[src/rtl/idelay_tap_ctrl_if.sv]
// Command/response bus between a tap-control client and idelay_tap_ctrl.
interface idelay_tap_ctrl_if;
  logic       CMD_VALID;
  logic       CMD_READY;
  logic [1:0] CMD_OP;
  logic [4:0] CMD_ARG;
  logic       RSP_VALID;
  logic [4:0] RSP_TAP;
  logic       RSP_SAT;
  logic       RSP_MISMATCH;

  modport master (
    output CMD_VALID, CMD_OP, CMD_ARG,
    input  CMD_READY, RSP_VALID, RSP_TAP, RSP_SAT, RSP_MISMATCH
  );

  modport slave (
    input  CMD_VALID, CMD_OP, CMD_ARG,
    output CMD_READY, RSP_VALID, RSP_TAP, RSP_SAT, RSP_MISMATCH
  );
endinterface

[src/rtl/idelay_tap_ctrl.sv]
// IDELAYE2 VAR_LOAD tap controller: load/inc/dec/read commands, one tap step
// at a time with settle waits, saturating tap tracking and a one-cycle response.
module idelay_tap_ctrl #(
  parameter int unsigned INIT_TAP      = 0,
  parameter int unsigned SETTLE_CYCLES = 4
) (
  input  logic                C,
  input  logic                RSTN,
  idelay_tap_ctrl_if.slave    bus,
  output logic                DLY_CE,
  output logic                DLY_INC,
  output logic                DLY_LD,
  output logic [4:0]          DLY_CNTVALUEIN,
  input  logic [4:0]          DLY_CNTVALUEOUT,
  output logic [4:0]          TAP
);

  localparam int unsigned TAP_W = 5;
  localparam int unsigned CNT_W = 8;
  localparam logic [TAP_W-1:0] TAP_MAX  = 5'd31;
  localparam logic [TAP_W-1:0] TAP_INIT = TAP_W'(INIT_TAP);
  localparam logic [CNT_W-1:0] SETTLE_LAST =
    CNT_W'((SETTLE_CYCLES == 0) ? 0 : SETTLE_CYCLES - 1);

  localparam logic [1:0] OP_LOAD = 2'd0;
  localparam logic [1:0] OP_INC  = 2'd1;
  localparam logic [1:0] OP_DEC  = 2'd2;
  localparam logic [1:0] OP_READ = 2'd3;

  typedef enum logic [2:0] {S_INIT, S_IDLE, S_LOAD, S_STEP, S_SETTLE, S_RESP} state_e;
  typedef enum logic [1:0] {RET_IDLE, RET_RESP, RET_STEP} ret_e;

  state_e             state_q, state_d;
  ret_e               ret_q, ret_d;
  logic [TAP_W-1:0]   tap_q, tap_d;
  logic [TAP_W-1:0]   rem_q, rem_d;
  logic               up_q, up_d;
  logic               sat_q, sat_d;
  logic [CNT_W-1:0]   cnt_q, cnt_d;
  logic               ready_q, ready_d;
  logic               ce_q, ce_d;
  logic               dinc_q, dinc_d;
  logic               ld_q, ld_d;
  logic [TAP_W-1:0]   cntin_q, cntin_d;
  logic               rsp_valid_q, rsp_valid_d;
  logic [TAP_W-1:0]   rsp_tap_q, rsp_tap_d;
  logic               rsp_sat_q, rsp_sat_d;
  logic               rsp_mis_q, rsp_mis_d;

  logic               go_step;
  logic               leave;
  logic               handshake;
  logic [TAP_W-1:0]   step_rem;
  logic               step_up;
  logic               at_bound;

  assign handshake = bus.CMD_VALID & ready_q;
  assign step_rem  = (state_q == S_IDLE) ? bus.CMD_ARG : rem_q;
  assign step_up   = (state_q == S_IDLE) ? (bus.CMD_OP == OP_INC) : up_q;
  assign at_bound  = step_up ? (tap_q == TAP_MAX) : (tap_q == '0);

  // Next-state and next-output logic; strobes default low every cycle.
  always_comb begin
    state_d     = state_q;
    ret_d       = ret_q;
    tap_d       = tap_q;
    rem_d       = rem_q;
    up_d        = up_q;
    sat_d       = sat_q;
    cnt_d       = cnt_q;
    ce_d        = 1'b0;
    dinc_d      = 1'b0;
    ld_d        = 1'b0;
    cntin_d     = cntin_q;
    rsp_valid_d = 1'b0;
    rsp_tap_d   = rsp_tap_q;
    rsp_sat_d   = rsp_sat_q;
    rsp_mis_d   = rsp_mis_q;
    go_step     = 1'b0;
    leave       = 1'b0;

    case (state_q)
      S_INIT: begin
        state_d = S_LOAD;
        ld_d    = 1'b1;
        cntin_d = TAP_INIT;
        tap_d   = TAP_INIT;
        ret_d   = RET_IDLE;
      end
      S_IDLE: begin
        if (handshake) begin
          sat_d = 1'b0;
          case (bus.CMD_OP)
            OP_LOAD: begin
              state_d = S_LOAD;
              ld_d    = 1'b1;
              cntin_d = bus.CMD_ARG;
              tap_d   = bus.CMD_ARG;
              ret_d   = RET_RESP;
            end
            OP_INC, OP_DEC: go_step = 1'b1;
            default:        state_d = S_RESP;
          endcase
        end
      end
      S_LOAD: begin
        if (SETTLE_CYCLES == 0) begin
          leave = 1'b1;
        end else begin
          state_d = S_SETTLE;
          cnt_d   = SETTLE_LAST;
        end
      end
      S_STEP: begin
        // A STEP cycle without a CE pulse is the terminal one (done or saturated).
        if (!ce_q) begin
          state_d = S_RESP;
        end else if (SETTLE_CYCLES == 0) begin
          leave = 1'b1;
        end else begin
          state_d = S_SETTLE;
          cnt_d   = SETTLE_LAST;
        end
      end
      S_SETTLE: begin
        if (cnt_q == '0) leave = 1'b1;
        else             cnt_d = cnt_q - 8'd1;
      end
      S_RESP:  state_d = S_IDLE;
      default: state_d = S_INIT;
    endcase

    if (leave) begin
      case (ret_q)
        RET_IDLE: state_d = S_IDLE;
        RET_RESP: state_d = S_RESP;
        default:  go_step = 1'b1;
      endcase
    end

    // Decide the step on entry so the CE pulse lands in the STEP cycle itself.
    if (go_step) begin
      state_d = S_STEP;
      rem_d   = step_rem;
      up_d    = step_up;
      ret_d   = RET_STEP;
      if (step_rem != '0 && !at_bound) begin
        ce_d   = 1'b1;
        dinc_d = step_up;
        tap_d  = step_up ? tap_q + 5'd1 : tap_q - 5'd1;
        rem_d  = step_rem - 5'd1;
      end else if (step_rem != '0) begin
        sat_d = 1'b1;
      end
    end

    if (state_d == S_RESP) begin
      rsp_valid_d = 1'b1;
      rsp_tap_d   = tap_d;
      rsp_sat_d   = sat_d;
      rsp_mis_d   = (DLY_CNTVALUEOUT != tap_d);
    end
  end

  assign ready_d = (state_d == S_IDLE);

  always_ff @(posedge C or negedge RSTN) begin
    if (!RSTN) begin
      state_q     <= S_INIT;
      ret_q       <= RET_IDLE;
      tap_q       <= '0;
      rem_q       <= '0;
      up_q        <= 1'b0;
      sat_q       <= 1'b0;
      cnt_q       <= '0;
      ready_q     <= 1'b0;
      ce_q        <= 1'b0;
      dinc_q      <= 1'b0;
      ld_q        <= 1'b0;
      cntin_q     <= TAP_INIT;
      rsp_valid_q <= 1'b0;
      rsp_tap_q   <= '0;
      rsp_sat_q   <= 1'b0;
      rsp_mis_q   <= 1'b0;
    end else begin
      state_q     <= state_d;
      ret_q       <= ret_d;
      tap_q       <= tap_d;
      rem_q       <= rem_d;
      up_q        <= up_d;
      sat_q       <= sat_d;
      cnt_q       <= cnt_d;
      ready_q     <= ready_d;
      ce_q        <= ce_d;
      dinc_q      <= dinc_d;
      ld_q        <= ld_d;
      cntin_q     <= cntin_d;
      rsp_valid_q <= rsp_valid_d;
      rsp_tap_q   <= rsp_tap_d;
      rsp_sat_q   <= rsp_sat_d;
      rsp_mis_q   <= rsp_mis_d;
    end
  end

  assign bus.CMD_READY    = ready_q;
  assign bus.RSP_VALID    = rsp_valid_q;
  assign bus.RSP_TAP      = rsp_tap_q;
  assign bus.RSP_SAT      = rsp_sat_q;
  assign bus.RSP_MISMATCH = rsp_mis_q;
  assign DLY_CE           = ce_q;
  assign DLY_INC          = dinc_q;
  assign DLY_LD           = ld_q;
  assign DLY_CNTVALUEIN   = cntin_q;
  assign TAP              = tap_q;

endmodule
[src/flat_wrapper.sv]
// flat-port wrapper written by rule: the top's interface ports become plain ports
module idelay_tap_ctrl_flat 
#(
  parameter int unsigned INIT_TAP      = 0,
  parameter int unsigned SETTLE_CYCLES = 4
)
  (C, RSTN, DLY_CE, DLY_INC, DLY_LD, DLY_CNTVALUEIN, DLY_CNTVALUEOUT, TAP, bus_CMD_VALID, bus_CMD_OP, bus_CMD_ARG, bus_CMD_READY, bus_RSP_VALID, bus_RSP_TAP, bus_RSP_SAT, bus_RSP_MISMATCH);
  idelay_tap_ctrl_if bus_i ();
  input  logic C;
  input  logic RSTN;
  output logic DLY_CE;
  output logic DLY_INC;
  output logic DLY_LD;
  output logic [4:0] DLY_CNTVALUEIN;
  input  logic [4:0] DLY_CNTVALUEOUT;
  output logic [4:0] TAP;
  input wire logic [$bits(bus_i.CMD_VALID)-1:0] bus_CMD_VALID;
  input wire logic [$bits(bus_i.CMD_OP)-1:0] bus_CMD_OP;
  input wire logic [$bits(bus_i.CMD_ARG)-1:0] bus_CMD_ARG;
  output wire logic [$bits(bus_i.CMD_READY)-1:0] bus_CMD_READY;
  output wire logic [$bits(bus_i.RSP_VALID)-1:0] bus_RSP_VALID;
  output wire logic [$bits(bus_i.RSP_TAP)-1:0] bus_RSP_TAP;
  output wire logic [$bits(bus_i.RSP_SAT)-1:0] bus_RSP_SAT;
  output wire logic [$bits(bus_i.RSP_MISMATCH)-1:0] bus_RSP_MISMATCH;
  assign bus_i.CMD_VALID = bus_CMD_VALID;
  assign bus_i.CMD_OP = bus_CMD_OP;
  assign bus_i.CMD_ARG = bus_CMD_ARG;
  assign bus_CMD_READY = bus_i.CMD_READY;
  assign bus_RSP_VALID = bus_i.RSP_VALID;
  assign bus_RSP_TAP = bus_i.RSP_TAP;
  assign bus_RSP_SAT = bus_i.RSP_SAT;
  assign bus_RSP_MISMATCH = bus_i.RSP_MISMATCH;
  idelay_tap_ctrl #(.INIT_TAP(INIT_TAP), .SETTLE_CYCLES(SETTLE_CYCLES)) u_core (.C(C), .RSTN(RSTN), .bus(bus_i), .DLY_CE(DLY_CE), .DLY_INC(DLY_INC), .DLY_LD(DLY_LD), .DLY_CNTVALUEIN(DLY_CNTVALUEIN), .DLY_CNTVALUEOUT(DLY_CNTVALUEOUT), .TAP(TAP));
endmodule
[config.mk]
export PLATFORM = sky130hd
export DESIGN_NAME = idelay_tap_ctrl_flat
export DESIGN_NICKNAME = d
export VERILOG_FILES = /design/src/rtl/idelay_tap_ctrl_if.sv /design/src/rtl/idelay_tap_ctrl.sv /design/src/flat_wrapper.sv
export SDC_FILE = /design/constraint.sdc
export NUM_CORES = 1
export LEC_CHECK = 0
export CAP_MARGIN = 20
export CORE_UTILIZATION = 45
export CTS_BUF_LIST = sky130_fd_sc_hd__clkbuf_2 sky130_fd_sc_hd__clkbuf_4 sky130_fd_sc_hd__clkbuf_8
export DETAILED_ROUTE_END_ITERATION = 8
export PLACE_DENSITY_LB_ADDON = 0.1
export SYNTH_ARGS = -nofsm -noshare
export SYNTH_HDL_FRONTEND = slang
export SYNTH_SLANG_ARGS = --single-unit
[constraint.sdc]
create_clock -name C -period 3.3 [get_ports C]
set_input_delay 0.66 -clock C [delete_from_list [all_inputs] [get_ports C]]
set_output_delay 0.66 -clock C [all_outputs]
set_load 0.005 [all_outputs]
Yosys cells after proc, flatten, opt, wreduce, memory -nomap -nowiden
Index checks and enable logic that the tools add are counted.
{ "totals": {"register_bits": 42, "inputBits": 15, "out_inout_bits": 22} }
{ "classes": {"addsub": 4, "n_eq_ne": 18, "n_mux": 47, "bitwise": 1, "reduce_logical": 16} }
{ "ops": {"columns": ["op", "n"], "rows": [
  ["two-way mux 5 bit", 9],
  ["one-hot mux 8 bit (3 select lines)", 1],
  ["two-way mux 1 bit", 22],
  ["one-hot mux 5 bit (2 select lines)", 2],
  ["one-hot mux 3 bit (6 select lines)", 1],
  ["two-way mux 8 bit", 2],
  ["one-hot mux 3 bit (2 select lines)", 2],
  ["subtractor 5 x 1 -> 5 bit (second input constant)", 2],
  ["== test 3 bit (second input constant)", 3],
  ["two-way mux 3 bit", 3],
  ["AND reduction 3 bit", 3],
  ["logical NOT 8 bit", 1],
  ["subtractor 8 x 1 -> 8 bit (second input constant)", 1],
  ["== test 3 x 1 -> 1 bit (second input constant)", 2],
  ["== test 3 x 2 -> 1 bit (second input constant)", 2],
  ["two-way mux 2 bit", 3],
  ["nonzero test 3 bit", 2],
  ["adder 5 x 1 -> 5 bit (second input constant)", 1],
  ["== test 5 bit (second input constant)", 1],
  ["logical NOT 5 bit", 1],
  ["!= test 5 bit", 1],
  ["nonzero test 5 bit", 1],
  ["== test 2 x 1 -> 1 bit (second input constant)", 2],
  ["logical NOT 2 bit", 2],
  ["13 further kinds", 16]
]} }

Longest topological paths before layout
{ "depth": {"ltp_word": 10, "mapped_depth": 15} }

Least setup slack after synthesis
No wires, ideal clock.
{ "synth_path": {"path_kind": "register -> register", "startpoint": "reg u_core.state_q[2]", "endpoint": "reg u_core.rsp_mis_q (netlist: u_core.bus.RSP_MISMATCH)", "t_arrival_ns": 3.333, "required_time_ns": 3.164, "path_slack_ns": -0.169, "path_stages_with_launch": 15, "path_buffers": 2, "path_cell_list": "dfrtp_1 > buf_6 > or3b_1 > buf_2 > a21boi_0 > ha_1 > nor4b_1 > mux2i_4 > o21a_2 > nand2_2 > inv_2 > o21ai_1 > mux2_2 > a2111oi_1 > a2bb2oi_2"} }
{ "synth_between": {"elab_chain_len": 8} }
{ "synth_rtl": {"columns": ["element", "line", "text"], "rows": [
  ["start: declaration", "idelay_tap_ctrl.sv:33", "state_e state_q, state_d;"],
  ["start signal: assignment", "idelay_tap_ctrl.sv:186", "state_q <= state_d;"],
  ["== test 3 x 1 -> 1 bit", "idelay_tap_ctrl.sv:58, idelay_tap_ctrl.sv:59, idelay_tap_ctrl.sv:82", null],
  ["two-way mux 1 bit", "idelay_tap_ctrl.sv:59", "assign step_up = (state_q == S_IDLE) ? (bus.CMD_OP == OP_INC) : up_q;"],
  ["two-way mux 1 bit", "idelay_tap_ctrl.sv:60", "assign at_bound = step_up ? (tap_q == TAP_MAX) : (tap_q == '0);"],
  ["logical NOT 1 bit", "idelay_tap_ctrl.sv:147", "if (step_rem != '0 && !at_bound) begin"],
  ["logical AND 1 bit", "idelay_tap_ctrl.sv:147", null],
  ["two-way mux 5 bit", "idelay_tap_ctrl.sv:147", null],
  ["two-way mux 5 bit (*)", "idelay_tap_ctrl.sv:142", "if (go_step) begin"],
  ["via u_core.tap_d[1]", "idelay_tap_ctrl.sv:35", "logic [TAP_W-1:0] tap_q, tap_d;"],
  ["!= test 5 bit (*)", "idelay_tap_ctrl.sv:161", "rsp_mis_d = (DLY_CNTVALUEOUT != tap_d);"],
  ["end signal: assignment", "idelay_tap_ctrl.sv:201", "rsp_mis_q <= rsp_mis_d;"],
  ["end: declaration", "idelay_tap_ctrl.sv:48", "logic rsp_mis_q, rsp_mis_d;"]
]} }
The timed path passes the listed nets; every way through them passes the cells marked *.
A chain may end at the register's enable or synchronous reset.

Worst setup path in the final report
{ "layout_path": {"startpoint": "in bus_CMD_ARG[1]", "endpoint": "reg u_core.rsp_mis_q (netlist: u_core.bus.RSP_MISMATCH)"} }
{ "layout_between": {"elab_chain_len": 6} }
{ "layout_rtl": {"columns": ["element", "line", "text"], "rows": [
  ["start: declaration", "flat_wrapper.sv:19", "input wire logic [$bits(bus_i.CMD_ARG)-1:0] bus_CMD_ARG;"],
  ["two-way mux 5 bit, on equally long branches", "idelay_tap_ctrl.sv:93, idelay_tap_ctrl.sv:58", null],
  ["two-way mux 5 bit or nonzero test 5 bit (tied branches)", "idelay_tap_ctrl.sv:91, idelay_tap_ctrl.sv:147", null],
  ["one-hot mux 5 bit (2 select lines) or logical AND 1 bit (tied branches)", "idelay_tap_ctrl.sv:82, idelay_tap_ctrl.sv:147", null],
  ["two-way mux 5 bit", "idelay_tap_ctrl.sv:147", null],
  ["two-way mux 5 bit (*)", "idelay_tap_ctrl.sv:142", null],
  ["via u_core.tap_d[1]", "idelay_tap_ctrl.sv:35", null],
  ["!= test 5 bit (*)", "idelay_tap_ctrl.sv:161", null]
]} }
Marked as above.

==> flow_summary_export.csv <==
group,metric,value,unit
synth,synth_compound_area_share,20.6,%
clock_network,clock_path_buffers,2,
grt,overflow,0,
die,fp.dieW,78.5,um
synth,yosys.area_share.simple,23.8,%
clock_network,htree_levels,2,
die,die_h,78.5,um
timing,setup_viol,0,
synth,synthCells,288,
cells_and_area,drive_above_1_share,24.7,%
route,vias_per_cell,5.52,
route,finalWirelength,6.78,mm
clock_network,cts-hold-fix-buffers,0,
synth,synth_area_leaders,"dfrtp_1, o21ai_0, nand2_1, ha_1, nor2_1",
power_and_ir_drop,power,0.00263,W
synth,synth_xor_area_share,1.33,%
timing,drv_slew,0,
die,dieArea,0.00616,mm2
synth,synth_nets,312,
die,start_util,47.2,%
route,first_iter_violations,131,
cells_and_area,areaGrowthSynthToFinish,35.7,%
run_status,status,"complete, no violations",
placed_design,hpwl,5.10,mm
route,ant_nets,0,
grt,antenna_found_initial,0,
critical_path,worst-path-max-fanout,4,
clock_network,cts_buffers,5,
synth,synth_top_family_by_area,"simple AND/OR/NAND/NOR gates",
synth,yosysWarnings,0,
synth,synthAdderAreaFrac,4.28,%
critical_path,critPathKind,"in -> reg",
critical_path,cp-end-kind,"flop",
placed_design,gp_congestion,0.881,
synth,synthArstFlopShare,100,%
cells_and_area,fin_util,64.1,%
timing,slew_headroom,65.6,%
synth,synth_mux_area_share,6.42,%
critical_path,crit_required,3.48,ns
min_path,hold_class,"in -> async",
critical_path,cp.arrival,3.37,ns
route,drc,0,
clock_network,cts_setup_buffers,0,
timing,max_freq,313,MHz
route,dr.pass1.iters,5,
timing,finalCritPeriodShare,96.7,%
synth,ys.flop_type,"dfrtp_1",
timing,hold_viol_final,0,
synth,syn_avg_cell_area,9.14,um2
synth,synth.distinct_cells,68,
clock_network,cts.sinks,42,
clock_network,clock-root-buffer,"clkbuf_8",
clock_network,cts.clk_slew.worst_paths,0.09,ns
placed_design,port_buffers,36,
timing,skew,0.00896,ns
flow_run,drv_cap,0,
timing,worstMarginPinSlew,0.514,ns
cells_and_area,antenna-diode-count,0,
timing,period_needed,3.19,ns
cells_and_area,nets,392,
synth,synth_top_cell_area_share,39.9,%
synth,synth_top_cell_by_area,"dfrtp_1",
grt,grt_max_degree,43,
power_and_ir_drop,vdd_drop_max,0.369,mV
grt,grt_pass1_vias,2343,
cells_and_area,n_fill_cell,480,
clock_network,clk_latency,0.30,ns
power_and_ir_drop,total_leakage_power,1.57,nW
grt,grtUsageTotal,23.8,%
grt,grt_first_pass_wirelength,11.3,mm
synth,synth-seq-cells,42,
critical_path,start_kind,"input port",
route,wl_per_cell,15.4,um
die,core_area,0.00557,mm2
synth,synth_area,0.00263,mm2
synth,yosysSeqAreaShare,39.9,%
timing,rsz0062_at_grt,"false",
route,vias,2433,
die,fp-row-count,27,
clock_network,cts_tree,"built",
power_and_ir_drop,powerDensity,735,mW/mm2
synth,synth-edff-count,0,
die,num_io_pins,37,
[registers in the layout, indices dropped and copies added (netlist names)]
register                 count
u_core.sat_q                 1
u_core.bus.RSP_SAT           1
u_core.DLY_CE                1
u_core.cnt_q                 8
u_core.DLY_LD                1
u_core.bus.RSP_TAP           5
u_core.ret_q                 2
u_core.bus.CMD_READY         1
u_core.bus.RSP_MISMATCH      1
u_core.DLY_CNTVALUEIN        5
u_core.state_q               3
u_core.TAP                   5
u_core.rem_q                 5
u_core.up_q                  1
u_core.DLY_INC               1
u_core.bus.RSP_VALID         1
[path summary, 6_finish.rpt]
path | from | end | slack (ns) | depth (start not counted)
min | RSTN | u_core.cnt_q[2] | 0.27 | 1
min reg2reg | u_core.bus.RSP_TAP[2] | u_core.bus.RSP_TAP[2] | 0.48 | 2
min in group C | u_core.bus.RSP_TAP[2] | u_core.bus.RSP_TAP[2] | 0.48 | 2
max reg2reg | u_core.state_q[0] | u_core.bus.RSP_MISMATCH | 0.17 | 12
max | bus_CMD_ARG[1] | u_core.bus.RSP_MISMATCH | 0.11 | 13
max in group asynchronous | RSTN | u_core.DLY_CNTVALUEIN[4] | 2.55 | 2
[cell families after synthesis]
| kind of cell | after synthesis |
|---|---|
| xor+xnor | 4 |
| flops | 42 |
| buf+inv | 23 |
| mux | 14 |
| compound gates | 81 |
| fa+ha+maj | 9 |
| simple gates | 115 |
[through the flow]
stage / cells / area [um2] / hold slack (ns) / worst slack (ns) / setup TNS, ns
floorplan: 288 / 2670 / 0.364 / 0.00361 / 0
global placement: 432 / 3420 / 0.463 / -0.332 / -1.29
detailed placement: 432 / 3420 / 0.467 / -0.396 / -1.57
CTS: 440 / 3540 / 0.494 / 0.0514 / 0
global route: 441 / 3570 / 0.291 / 0.0334 / 0
finish: 441 / 3570 / 0.266 / 0.108 / 0
[critical path: stages]
cell and delay, ns:
clkdlybuf4s50_1 0.43, nand2_1 0.11, a21boi_1 0.23, ha_1 0.22, nor4b_2 0.30, mux2i_4 0.15
o21a_2 0.16, nand2_2 0.08, inv_2 0.04, o21ai_1 0.21, mux2_2 0.38, a2111oi_2 0.31
a2bb2oi_2 0.09
[synthesized netlist by cell type (4+ instances only)]
cell type and count:
nor3b_1 4, ha_1 9, a211oi_1 5, o21ai_1 4
inv_1 10, or3_1 5, and2_1 6, nand2_1 35
nor2_1 22, dfrtp_1 42, o21ai_0 28, nor3_1 12
clkbuf_1 8, a31oi_1 6, nand3_1 6, a21oi_1 12
mux2_2 7
[cell usage in the layout, fill, tap and decap left out, drive strengths merged, types with 3 or more instances in the layout]
master	synthesis	final
a22o	3	3
mux2	10	10
mux2i	4	4
a21oi	13	13
nor3b	5	5
o21ai	32	32
clkbuf	8	5
a211oi	5	5
nor3	12	12
nand2	36	36
ha	9	9
nand3	6	6
a31oi	6	6
nor4	4	4
clkdlybuf4s50	0	33
inv	11	12
nor4b	3	3
or3	5	5
nor2	22	22
dfrtp	42	42
and2	7	7
buf	4	50
[per-layer routing]
layer / vias up / wire (um) / track usage (%)
li1: 1211 / - / -
met1: 1150 / 3090 / 32.2
met2: 65 / 3330 / 39.8
met3: 7 / 307 / 3.26
met4: 0 / 48 / 6.30
met5: - / 0 / 0
[layout make-up]
| type | count | area [um2] | area share, % |
|---|---|---|---|
| Sequential cell | 42 | 1050 | 29.4 |
| Tap cell | 72 | 90.1 | 2.52 |
| Clock inverter | 3 | 43.8 | 1.23 |
| Timing Repair Buffer | 85 | 733 | 20.5 |
| Inverter | 11 | 41.3 | 1.16 |
| Clock buffer | 5 | 68.8 | 1.93 |
| Multi-Input combinational cell | 223 | 1550 | 43.2 |
[power by group]
part	total [W]	switching (W)	internal, W	leakage (nW)
sequential	0.000771	0.000122	0.000649	0.556
clock	0.000423	0.000195	0.000227	0.0585
combinational	0.00143	0.000717	0.000714	0.953
[repair_timing]
item | in CTS | in global routing
pin swaps | 2 | 0
gates resized for setup | 6 | 3
endpoints found under the setup margin | 2 | 2
No activity file was read; power rests on OpenSTA's default activity.
